### config.mk
export PLATFORM = sky130hd
export DESIGN_NAME = fret_cfg_sched
export DESIGN_NICKNAME = d
export VERILOG_FILES = /design/src/rtl/fret_cfg_sched.sv
export SDC_FILE = /design/constraint.sdc
export NUM_CORES = 1
export LEC_CHECK = 0
export CAP_MARGIN = 40
export CORE_MARGIN = 5
export CORE_UTILIZATION = 54
export CTS_CLUSTER_SIZE = 25
export DETAILED_ROUTE_END_ITERATION = 16
export PLACE_DENSITY = 0.9
export SYNTH_ARGS = -nofsm -noshare
export SYNTH_HDL_FRONTEND = slang
export SYNTH_SLANG_ARGS = --single-unit
### constraint.sdc
create_clock -name CLK -period 2.6 [get_ports CLK]
set_input_delay 0.52 -clock CLK [delete_from_list [all_inputs] [get_ports CLK]]
set_output_delay 0.52 -clock CLK [all_outputs]
set_load 0.01 [all_outputs]
### src/rtl/fret_cfg_sched.sv
// Shadow/active configuration bank for the fret/strum datapath. Host writes land in a shadow
// bank; a commit request copies the whole bank to the active outputs on the next vsync.
module fret_cfg_sched #(
  parameter int unsigned TIMEOUT_W      = 22,
  parameter int unsigned TIMEOUT_CYCLES = 4000000
) (
  input  logic         CLK,
  input  logic         RST_N,
  input  logic         vsync,
  input  logic         wr_valid,
  output logic         wr_ready,
  input  logic [3:0]   wr_addr,
  input  logic [23:0]  wr_data,
  input  logic         commit_req,
  output logic [383:0] cfg_active,
  output logic [15:0]  dirty,
  output logic         busy,
  output logic         commit_done,
  output logic         timeout_err
);

  typedef enum logic [0:0] {StIdle, StPending} state_e;

  localparam logic [TIMEOUT_W-1:0] CntLast = TIMEOUT_W'(TIMEOUT_CYCLES - 1);
  localparam logic [TIMEOUT_W-1:0] CntMax  = '1;

  state_e                state_q, state_d;
  logic [TIMEOUT_W-1:0]  cnt_q, cnt_d;
  logic [15:0][23:0]     shadow_q, shadow_d;
  logic [15:0][23:0]     active_q, active_d;
  logic [15:0]           dirty_q, dirty_d;
  logic                  done_q, done_d;
  logic                  err_q, err_d;
  logic                  wr_fire;

  // Gating with RST_N keeps the host from seeing ready while reset is held.
  assign wr_ready    = (state_q == StIdle) & RST_N;
  assign wr_fire     = wr_valid & wr_ready;
  assign busy        = (state_q == StPending);
  assign cfg_active  = active_q;
  assign dirty       = dirty_q;
  assign commit_done = done_q;
  assign timeout_err = err_q;

  always_comb begin
    state_d  = state_q;
    cnt_d    = cnt_q;
    shadow_d = shadow_q;
    active_d = active_q;
    dirty_d  = dirty_q;
    done_d   = 1'b0;
    err_d    = err_q;
    unique case (state_q)
      StIdle: begin
        if (wr_fire) begin
          // Timing word keeps only {StrumTime, DelayValue}.
          shadow_d[wr_addr] = (wr_addr == 4'd15) ? {15'd0, wr_data[8:0]} : wr_data;
          dirty_d[wr_addr]  = 1'b1;
        end
        if (commit_req) begin
          if ((dirty_q == 16'd0) && !wr_fire) begin
            done_d = 1'b1;
          end else begin
            state_d = StPending;
            cnt_d   = '0;
            err_d   = 1'b0;
          end
        end
      end
      StPending: begin
        if (cnt_q != CntMax) cnt_d = cnt_q + TIMEOUT_W'(1);
        // vsync takes priority over a coincident timeout.
        if (vsync) begin
          active_d = shadow_q;
          dirty_d  = '0;
          done_d   = 1'b1;
          state_d  = StIdle;
        end else if (cnt_q >= CntLast) begin
          state_d = StIdle;
          err_d   = 1'b1;
        end
      end
      default: state_d = StIdle;
    endcase
  end

  always_ff @(posedge CLK or negedge RST_N) begin
    if (!RST_N) begin
      state_q  <= StIdle;
      cnt_q    <= '0;
      shadow_q <= '0;
      active_q <= '0;
      dirty_q  <= '0;
      done_q   <= 1'b0;
      err_q    <= 1'b0;
    end else begin
      state_q  <= state_d;
      cnt_q    <= cnt_d;
      shadow_q <= shadow_d;
      active_q <= active_d;
      dirty_q  <= dirty_d;
      done_q   <= done_d;
      err_q    <= err_d;
    end
  end

endmodule
Word level (Yosys, flattened, before mapping)
Index checks and enable logic that the tools add are counted.
Cells by class
  $add $sub $neg: 1
  $lt $le $gt $ge: 3
  eq/ne operators: 9
  multiplexer cells: 27
  bitwise operators: 4
  reductions and logical operators: 9
Operators by type and width (number)
  384-bit bitwise mux: 1
  24-bit demux with 4-bit select: 1
  22-bit two-way mux: 3
  24-bit two-way mux: 2
  22-bit one-hot mux with 2 select lines: 1
  16-bit two-way mux: 2
  16-bit one-hot mux with 2 select lines: 1
  22-bit by 1-bit adder with 22-bit output (second input constant): 1
  22-bit >= comparator (second input constant): 1
  22-bit != test (second input constant): 1
  16-bit logical NOT: 1
  16-bit bitwise OR: 1
  1-bit two-way mux: 12
  2-bit != test (second input constant): 5
  1-bit one-hot mux with 2 select lines: 3
  2-bit AND reduction: 3
  4-bit by 5-bit < comparator with 1-bit output (second input constant): 1
  1-bit demux with 4-bit select: 1
  4-bit equality test (second input constant): 1
  4-bit by 1-bit >= comparator with 1-bit output (second input constant): 1
  2-bit by 1-bit != test with 1-bit output (second input constant): 2
  4-bit AND reduction: 1
  3-bit AND reduction: 1
  1-bit bitwise AND: 2
  other kinds (3): 4
Word-level totals
  register bits after elaboration: 809
  input bits: 33
  logic and storage cells: 90

Logic depth before layout (Yosys ltp)
Gate-level depths: netlist of the first run.
  depth after elaboration: 8
  gate-level depth with buffers: 7
  depth with buffers taken out: 5

Worst setup path before layout of the first run
No wires, ideal clock.
  kind: input to register
  from: input port wr_addr[0]
  to: register shadow_q[244] in the netlist's numbering
  library setup time: 0.125 ns
  arrival: 1.895 ns
  required time: 2.475 ns
  path slack: 0.580 ns
  stages: 6
  cells stage by stage: buf_2 nand2b_1 nand2b_1 clkbuf_1 buf_2 mux2_2
On the way
  word-level cells in the longest chain between the ends: 5
  elaborated cells on any way between the ends: 6
  classes of those cells: 2 x order compare; 3 x mux; 1 x reduce/logical
RTL lines
  from (decl): RTL line 12  | input logic [3:0] wr_addr,
  4-bit by 5-bit < comparator with 1-bit output (implied by the code) / 4-bit by 1-bit >= comparator with 1-bit output (equally long branches): RTL line 57  | shadow_d[wr_addr] = (wr_addr == 4'd15) ? {15'd0, wr_data[8:0]} : wr_data;
  1-bit logical AND (implied by the code): RTL line 57
  24-bit two-way mux: RTL line 57
  24-bit demux with 4-bit select *: RTL line 57
  384-bit bitwise mux *: RTL line 57
  to (signal assigned): RTL line 99  | shadow_q <= shadow_d;
  to (decl): RTL line 29  | logic [15:0][23:0] shadow_q, shadow_d;
Every way passes the cells marked *; elsewhere a longest branch is shown, timed or not.
A chain may end at the register's enable or synchronous reset.

Final worst setup path of the first run
  from: register dirty_q[13], in the netlist dirty[13]
  to: register cnt_q[16]
On the way
  word-level cells in the longest chain between the ends: 4
RTL lines
  from (decl): RTL line 31  | logic [15:0] dirty_q, dirty_d;
  from (signal assigned): RTL line 101  | dirty_q <= dirty_d;
  16-bit logical NOT: RTL line 61  | if ((dirty_q == 16'd0) && !wr_fire) begin
  1-bit logical AND: RTL line 61
  2-bit != test (no line)
  3-bit AND reduction (no line)
  to (signal assigned): RTL line 98  | cnt_q <= cnt_d;
  to (decl): RTL line 28  | logic [TIMEOUT_W-1:0] cnt_q, cnt_d;
No other way between the ends.

==> impl_metrics.env, run 1 <==
export IMPL_drt_met1_wl_mm=35.1
export IMPL_synthArstFlopShare_pct=100
export IMPL_routabilityCongestion=0.832
export IMPL_coreArea_mm2=0.0565
export IMPL_dp_cells=3831
export IMPL_slew_headroom_pct=37.6
export IMPL_finalNetCount=3192
export IMPL_crit_arrival_ns=2.93
export IMPL_viasPerCell=5.68
export IMPL_status="completed"
export IMPL_ir_drop_mv=0.917
export IMPL_synth_area_per_cell_um2=11.4
export IMPL_worstSkewPairLatency_ns=0.63
export IMPL_pre_cts_ws_ns=-0.0132
export IMPL_rows=87
export IMPL_htreeDepth=3
export IMPL_clockBufferDepth=3
export IMPL_syn2layout_area_growth_pct=27.8
export IMPL_critPathMostFrequentCell="nor4_1"
export IMPL_fin_hold_ws_ns=0.461
export IMPL_fin_skew_ns=0.0240
export IMPL_cp_max_fo=23
export IMPL_seq_area_mm2=0.0202
export IMPL_hold_viol_final=0
export IMPL_die_w_um=249
export IMPL_gr_total_overflow=0
export IMPL_syn_area_mm2=0.0309
export IMPL_io_buffers=436
export IMPL_tightest_slew_ns=0.936
export IMPL_drc_errors=0
export IMPL_yosysSeqAreaShare_pct=65.6
export IMPL_cp_slowest_stage_delay_ns=0.72
export IMPL_max_freq_mhz=413
export IMPL_start_util_pct=54.6
export IMPL_syn_num_nets=2741
export IMPL_setup_tns_final_ns=0
export IMPL_multiInputGateArea_mm2=0.00994
export IMPL_ys_flop_type="dfrtp_1"
export IMPL_ys_ff_latch=809
export IMPL_slew_viol_final=0
export IMPL_yosysUniqueCellTypes=48
export IMPL_synth_top_area_cell="dfrtp_1"
export IMPL_wirelength_mm=93.0
export IMPL_die_h_um=249
export IMPL_cp_end_kind="register"
export IMPL_fill_cells=3495
export IMPL_synth_most_common_cell="nand2_1"
export IMPL_vias=22606
export IMPL_path_cells="nor4_1, buf_4, nand2_1, o21ba_2, nor4_1"
export IMPL_synth_top_cells_by_count="nand2_1 (1,170), dfrtp_1 (809), mux2_2 (348)"
export IMPL_grt_pass1_vias=23721
export IMPL_total_power_mw=44.2
export IMPL_dr_wl_met2_mm=44.3
export IMPL_wl_met3_mm=8.00
export IMPL_drive_gt1_share_pct=19.0
export IMPL_yosys_warnings=0
export IMPL_setup_slack_ns=0.176
export IMPL_hold_path_class="register to register"
export IMPL_grt_start_max_net_pins=176
export IMPL_cellPowerDensity_mw_per_mm2=1120
export IMPL_rsz0062_at_grt="false"
export IMPL_firstDrtPassIters=5
export IMPL_clk_pin_slew_ns=0.06
export IMPL_fin_cells=3978
export IMPL_antenna_found_initial=6
export IMPL_cts_tree="built"
export IMPL_grt_pass1_wl_mm=143
export IMPL_cts_sinks=809
export IMPL_drtAntennaViolNets=0
export IMPL_post_route_min_period_ns=2.42
export IMPL_grt_use_total_pct=29.6
export IMPL_topRoutingLayerUsed="met4"
export IMPL_root_buffer="clkbuf_16"
export IMPL_leakagePower_nw=19.8
export IMPL_cp_required_ns=3.11
export IMPL_boundaryPins=437
export IMPL_critical_path_class="register to register"
export IMPL_startpoint_type="register"
export IMPL_first_iter_violations=2116
export IMPL_cap_violations=0
export IMPL_finalSetupViolCount=0
export IMPL_synth_top_area_share_pct=65.6
export IMPL_synthCells=2707
export IMPL_die_area_mm2=0.0620
export IMPL_dp_hpwl_mm=57.1
export IMPL_cts_inserted_buffers=80
export IMPL_wl_per_cell_um=23.4
export IMPL_worst_path_max_delay_cell="nor4_1"
export IMPL_synth_edf_count=0
export IMPL_fin_crit_sh_pct=93.2
export IMPL_synthTopCellsByArea="dfrtp_1 (66%), nand2_1 (14%), mux2_2 (13%)"
==> repair_timing <==
action                                 4_1_cts  5_1_grt
resized for setup                            0        0
endpoints found under the hold margin       32        0
hold buffers                                 1        0
buffers inserted                             0        0
==> state kept, by name, indices dropped and copies added, names as in the netlist <==
signal and cells:
commit_done 1, shadow_q 384, dirty 16, timeout_err 1, busy 1, cnt_q 22
cfg_active 384
==> cell families after synthesis <==
family	Yosys count	synth area share, %
and+or+nand+nor	1294	16.9
DFF	809	65.6
muxes	370	13.7
buffers and inverters	167	2.31
AOI/OAI and AO/OA	66	1.41
adders and majority gates	1	0.0405
==> report_power, final <==
part           leakage [nW]  total (mW)  switching, mW  internal (mW)
clock network          1.36        12.1           5.02           7.04
registers              10.8        19.5           2.92           16.5
logic                  7.68        12.7           6.19           6.54
total                  19.8        44.2           14.1           30.1
==> worst max-delay path, delay by kind of cell (launching register included) <==
| kind | cells | cell delay, ns |
|---|---|---|
| AND/OR/NAND/NOR | 3 | 1.18 |
| flip-flops | 1 | 0.45 |
| buffers and inverters | 1 | 0.23 |
| AO/OA/AOI/OAI | 1 | 0.43 |
==> per-stage QoR <==
stage / area, um^2 / utilization, %
floorplan: 30900 / -
global placement: 36600 / 64.8
detailed placement: 36700 / 64.9
CTS: 39400 / 69.8
global route: 39500 / 69.8
finish: 39500 / 69.8
==> cell type report <==
class	instances	share of cell area, %
Tap cell	756	2.40
Timing Repair Buffer	526	14.0
Sequential cell	809	51.3
Antenna cell	2	0.0127
Clock buffer	110	5.92
Inverter	10	0.0951
Clock inverter	34	1.07
Multi-Input combinational cell	1731	25.2
==> routing by layer <==
metal,up-vias,track usage [%]
li1,9628,-
met1,11543,37.9
met2,1144,47.3
met3,291,6.92
met4,0,15.9
met5,-,0
==> worst paths after layout <==
path / to / slack (ns) / depth (start not counted) / start
worst max-delay path: cnt_q[16] / 0.18 / 5 / dirty[13]
worst min-delay path: cfg_active[56] / 0.46 / 2 / shadow_q[56]
worst max register to register: cnt_q[16] / 0.18 / 5 / dirty[13]
worst min register to register: cfg_active[56] / 0.46 / 2 / shadow_q[56]
max in group asynchronous: shadow_q[57] / 0.43 / 4 / RST_N
min in group asynchronous: shadow_q[75] / 0.48 / 2 / RST_N
==> layout by cell type (no fill, tap or decap), types with 3 or more instances in the layout <==
cell type and count:
and2_1 16, mux2_1 3, nor4_1 10, clkinvlp_4 5
a211oi_1 6, o31ai_1 9, nor2_2 3, bufinv_16 7
clkbuf_16 82, nand2b_1 5, mux2_4 19, clkbuf_1 10
dfrtp_1 809, nor2_1 6, clkdlybuf4s50_1 435, nand2_1 1169
nand3_1 9, o21ai_0 6, and3_1 8, inv_1 10
and4_1 5, clkinv_2 14, buf_12 35, or4_1 8
buf_4 52, nor3_1 5, clkbuf_8 18, o21a_1 12
nor2b_1 17, mux2_2 348, a21oi_1 18, nor2_4 6
nand4_1 9, a31oi_1 7, or3_1 6
Note: power is estimated with default switching activity, not from simulation.
==> inputs of run 2 (changes only) <==
==> constraint.sdc (replaced) <==
create_clock -name CLK -period 2.3 [get_ports CLK]
set_input_delay 0.46 -clock CLK [delete_from_list [all_inputs] [get_ports CLK]]
set_output_delay 0.46 -clock CLK [all_outputs]
set_load 0.01 [all_outputs]
==> run 2 against run 1 <==
  * Combinational power grew 15%
  * Non-clock buffer count grew 20
  * Power increased by 14%
  * Sequential power rose by 13%
  * Clock-buffer cell count fell by 3
  * Hold slack lost 0.43 ns
  * Global-route usage up 0.71 points
  * Core utilization increased by 0.64 points
  * Clock power rose by 15%
  * First-iteration DRC count grew 7.2%
==> impl_metrics.env, run 2 (same netlist as run 1, synthesis figures left out) <==
export IMPL_slew_viol_final=0
export IMPL_boundaryPins=437
export IMPL_fin_crit_sh_pct=96.9
export IMPL_cts_sinks=809
export IMPL_cellPowerDensity_mw_per_mm2=1270
export IMPL_final_common_cell="nand2_1"
export IMPL_vias=23071
export IMPL_die_area_mm2=0.0620
export IMPL_fin_hold_ws_ns=0.0344
export IMPL_grt_pass1_vias=24117
export IMPL_cts_inserted_buffers=80
export IMPL_clockPowerShare_pct=27.5
export IMPL_status="completed"
export IMPL_crit_path_start="busy"
export IMPL_leakagePower_nw=20.0
export IMPL_syn2layout_area_growth_pct=29.0
export IMPL_crit_end="busy"
export IMPL_clockBufferDepth=3
export IMPL_drtAntennaViolNets=0
export IMPL_cp_required_ns=1.84
export IMPL_coreArea_mm2=0.0565
export IMPL_path_delay_family="buffers and inverters"
export IMPL_grt_start_max_net_pins=174
export IMPL_most_common_layout_cells="nand2_1 (1,169), dfrtp_1 (809), clkdlybuf4s50_1 (434), mux2_2 (348), clkbuf_16 (84)"
export IMPL_gr_total_overflow=0
export IMPL_max_freq_mhz=449
export IMPL_slew_headroom_pct=34.3
export IMPL_htreeDepth=3
export IMPL_wirelength_mm=95.4
export IMPL_dp_hpwl_mm=58.0
export IMPL_io_buffers=436
export IMPL_fin_cells=3998
export IMPL_dp_cells=3852
export IMPL_clk_pin_slew_ns=0.06
export IMPL_reg2reg_from="dirty[13]"
export IMPL_cp_end_kind="primary output"
export IMPL_die_h_um=249
export IMPL_viasPerCell=5.77
export IMPL_rsz0062_at_grt="false"
export IMPL_finalSetupViolCount=0
export IMPL_critical_path_class="register to primary output"
export IMPL_startpoint_type="register"
export IMPL_drc_errors=0
export IMPL_routabilityCongestion=0.856
export IMPL_r2r_cells=5
export IMPL_worstSkewPairLatency_ns=0.62
export IMPL_cp_buffers_inverters=2
export IMPL_r2r_end="cnt_q[16]"
export IMPL_drive_gt1_share_pct=19.6
export IMPL_cap_violations=0
export IMPL_reg2reg_setup_slack_ns=0.34
export IMPL_cp_max_fo=15
export IMPL_first_iter_violations=2269
export IMPL_post_route_min_period_ns=2.23
export IMPL_swShare_pct=31.9
export IMPL_seq_power_share_pct=43.7
export IMPL_hold_buffers=0
export IMPL_grt_pass1_wl_mm=146
export IMPL_ir_drop_mv=1.03
export IMPL_intPower_mw=34.5
export IMPL_rows=87
export IMPL_die_w_um=249
export IMPL_cp_depth=2
export IMPL_fin_skew_ns=0.0311
export IMPL_wl_per_cell_um=23.9
export IMPL_cp_slowest_stage_delay_ns=0.62
export IMPL_grt_use_total_pct=30.3
export IMPL_tightest_slew_ns=0.985
export IMPL_finalNetCount=3212
export IMPL_worst_path_max_delay_cell="clkdlybuf4s50_1"
export IMPL_root_buffer="clkbuf_16"
export IMPL_hold_path_class="primary input to asynchronous set/reset pin"
export IMPL_p_switching_mw=16.1
export IMPL_comb_power_share_pct=28.8
export IMPL_firstDrtPassIters=8
export IMPL_cts_tree="built"
export IMPL_path_cells="buf_6, clkdlybuf4s50_1"
export IMPL_start_util_pct=54.6
export IMPL_fin_util_pct=70.5
export IMPL_antenna_found_initial=6
export IMPL_hold_viol_final=0
export IMPL_crit_arrival_ns=1.77
-- run 2: area by class of cell --
type / instances / area [um^2]
clock inverters: 36 / 485
multi-input cells: 1731 / 9940
fillers: 3423 / 16700
well taps: 756 / 946
repair buffers: 546 / 5820
inverters: 10 / 37.5
flip-flops and latches: 809 / 20200
clock buffers: 107 / 2330
diodes: 3 / 7.51
-- run 2: worst min-delay path by stage --
stage / to / cells past startpoint / slack (ns) / startpoint
2_1_floorplan: busy / 0 / 0.16 / RST_N
3_5_place_dp: cfg_active[383] / 2 / 0.44 / shadow_q[383]
6_report: shadow_q[303] / 3 / 0.03 / RST_N
5_1_grt: shadow_q[303] / 3 / 0.02 / RST_N
3_3_place_gp: cfg_active[210] / 2 / 0.44 / shadow_q[210]
4_1_cts: shadow_q[303] / 3 / 0.02 / RST_N
-- run 2: power by group through the flow --
stage	Combinational [mW]	Clock (mW)	Sequential [mW]
floorplan	4.92	0	22.2
global placement	13.8	0	21.8
detailed placement	14.4	0	21.9
CTS	14.7	14.1	22.0
global route	15.6	14.7	22.4
finish	14.6	13.9	22.1
-- run 2: per-layer routing --
| layer | routed length (um) | track usage [%] | vias up |
|---|---|---|---|
| met5 | 0 | 0 | - |
| met2 | 46000 | 48.3 | 1349 |
| met3 | 8580 | 7.04 | 319 |
| met1 | 35200 | 38.9 | 11755 |
| li1 | - | - | 9648 |
| met4 | 5610 | 16.4 | 0 |
-- run 2: worst reg2reg max path, cell delays in order, from the launching register on --
cell and delay (ns):
dfrtp_1 0.44, nor4_1 0.34, buf_4 0.19, nand2_1 0.15
o21ba_2 0.40, nor4_1 0.35
-- run 2: repair_timing --
item	in CTS	in global routing
endpoints found under the setup margin	1	0
buffers inserted	0	0
resized for setup	3	0
-- run 2: per-stage QoR --
| stage | TNS [ns] | setup WS (ns) | area, um^2 | power, mW |
|---|---|---|---|---|
| finish | 0 | 0.0712 | 39800 | 50.6 |
| global route | 0 | 0.00426 | 39800 | 52.8 |
| CTS | 0 | 0.0498 | 39800 | 50.7 |
| detailed placement | -54.17 | -0.269 | 37000 | 36.3 |
| global placement | -44.90 | -0.237 | 37000 | 35.5 |
| floorplan | 0 | 0.298 | 30900 | 27.1 |
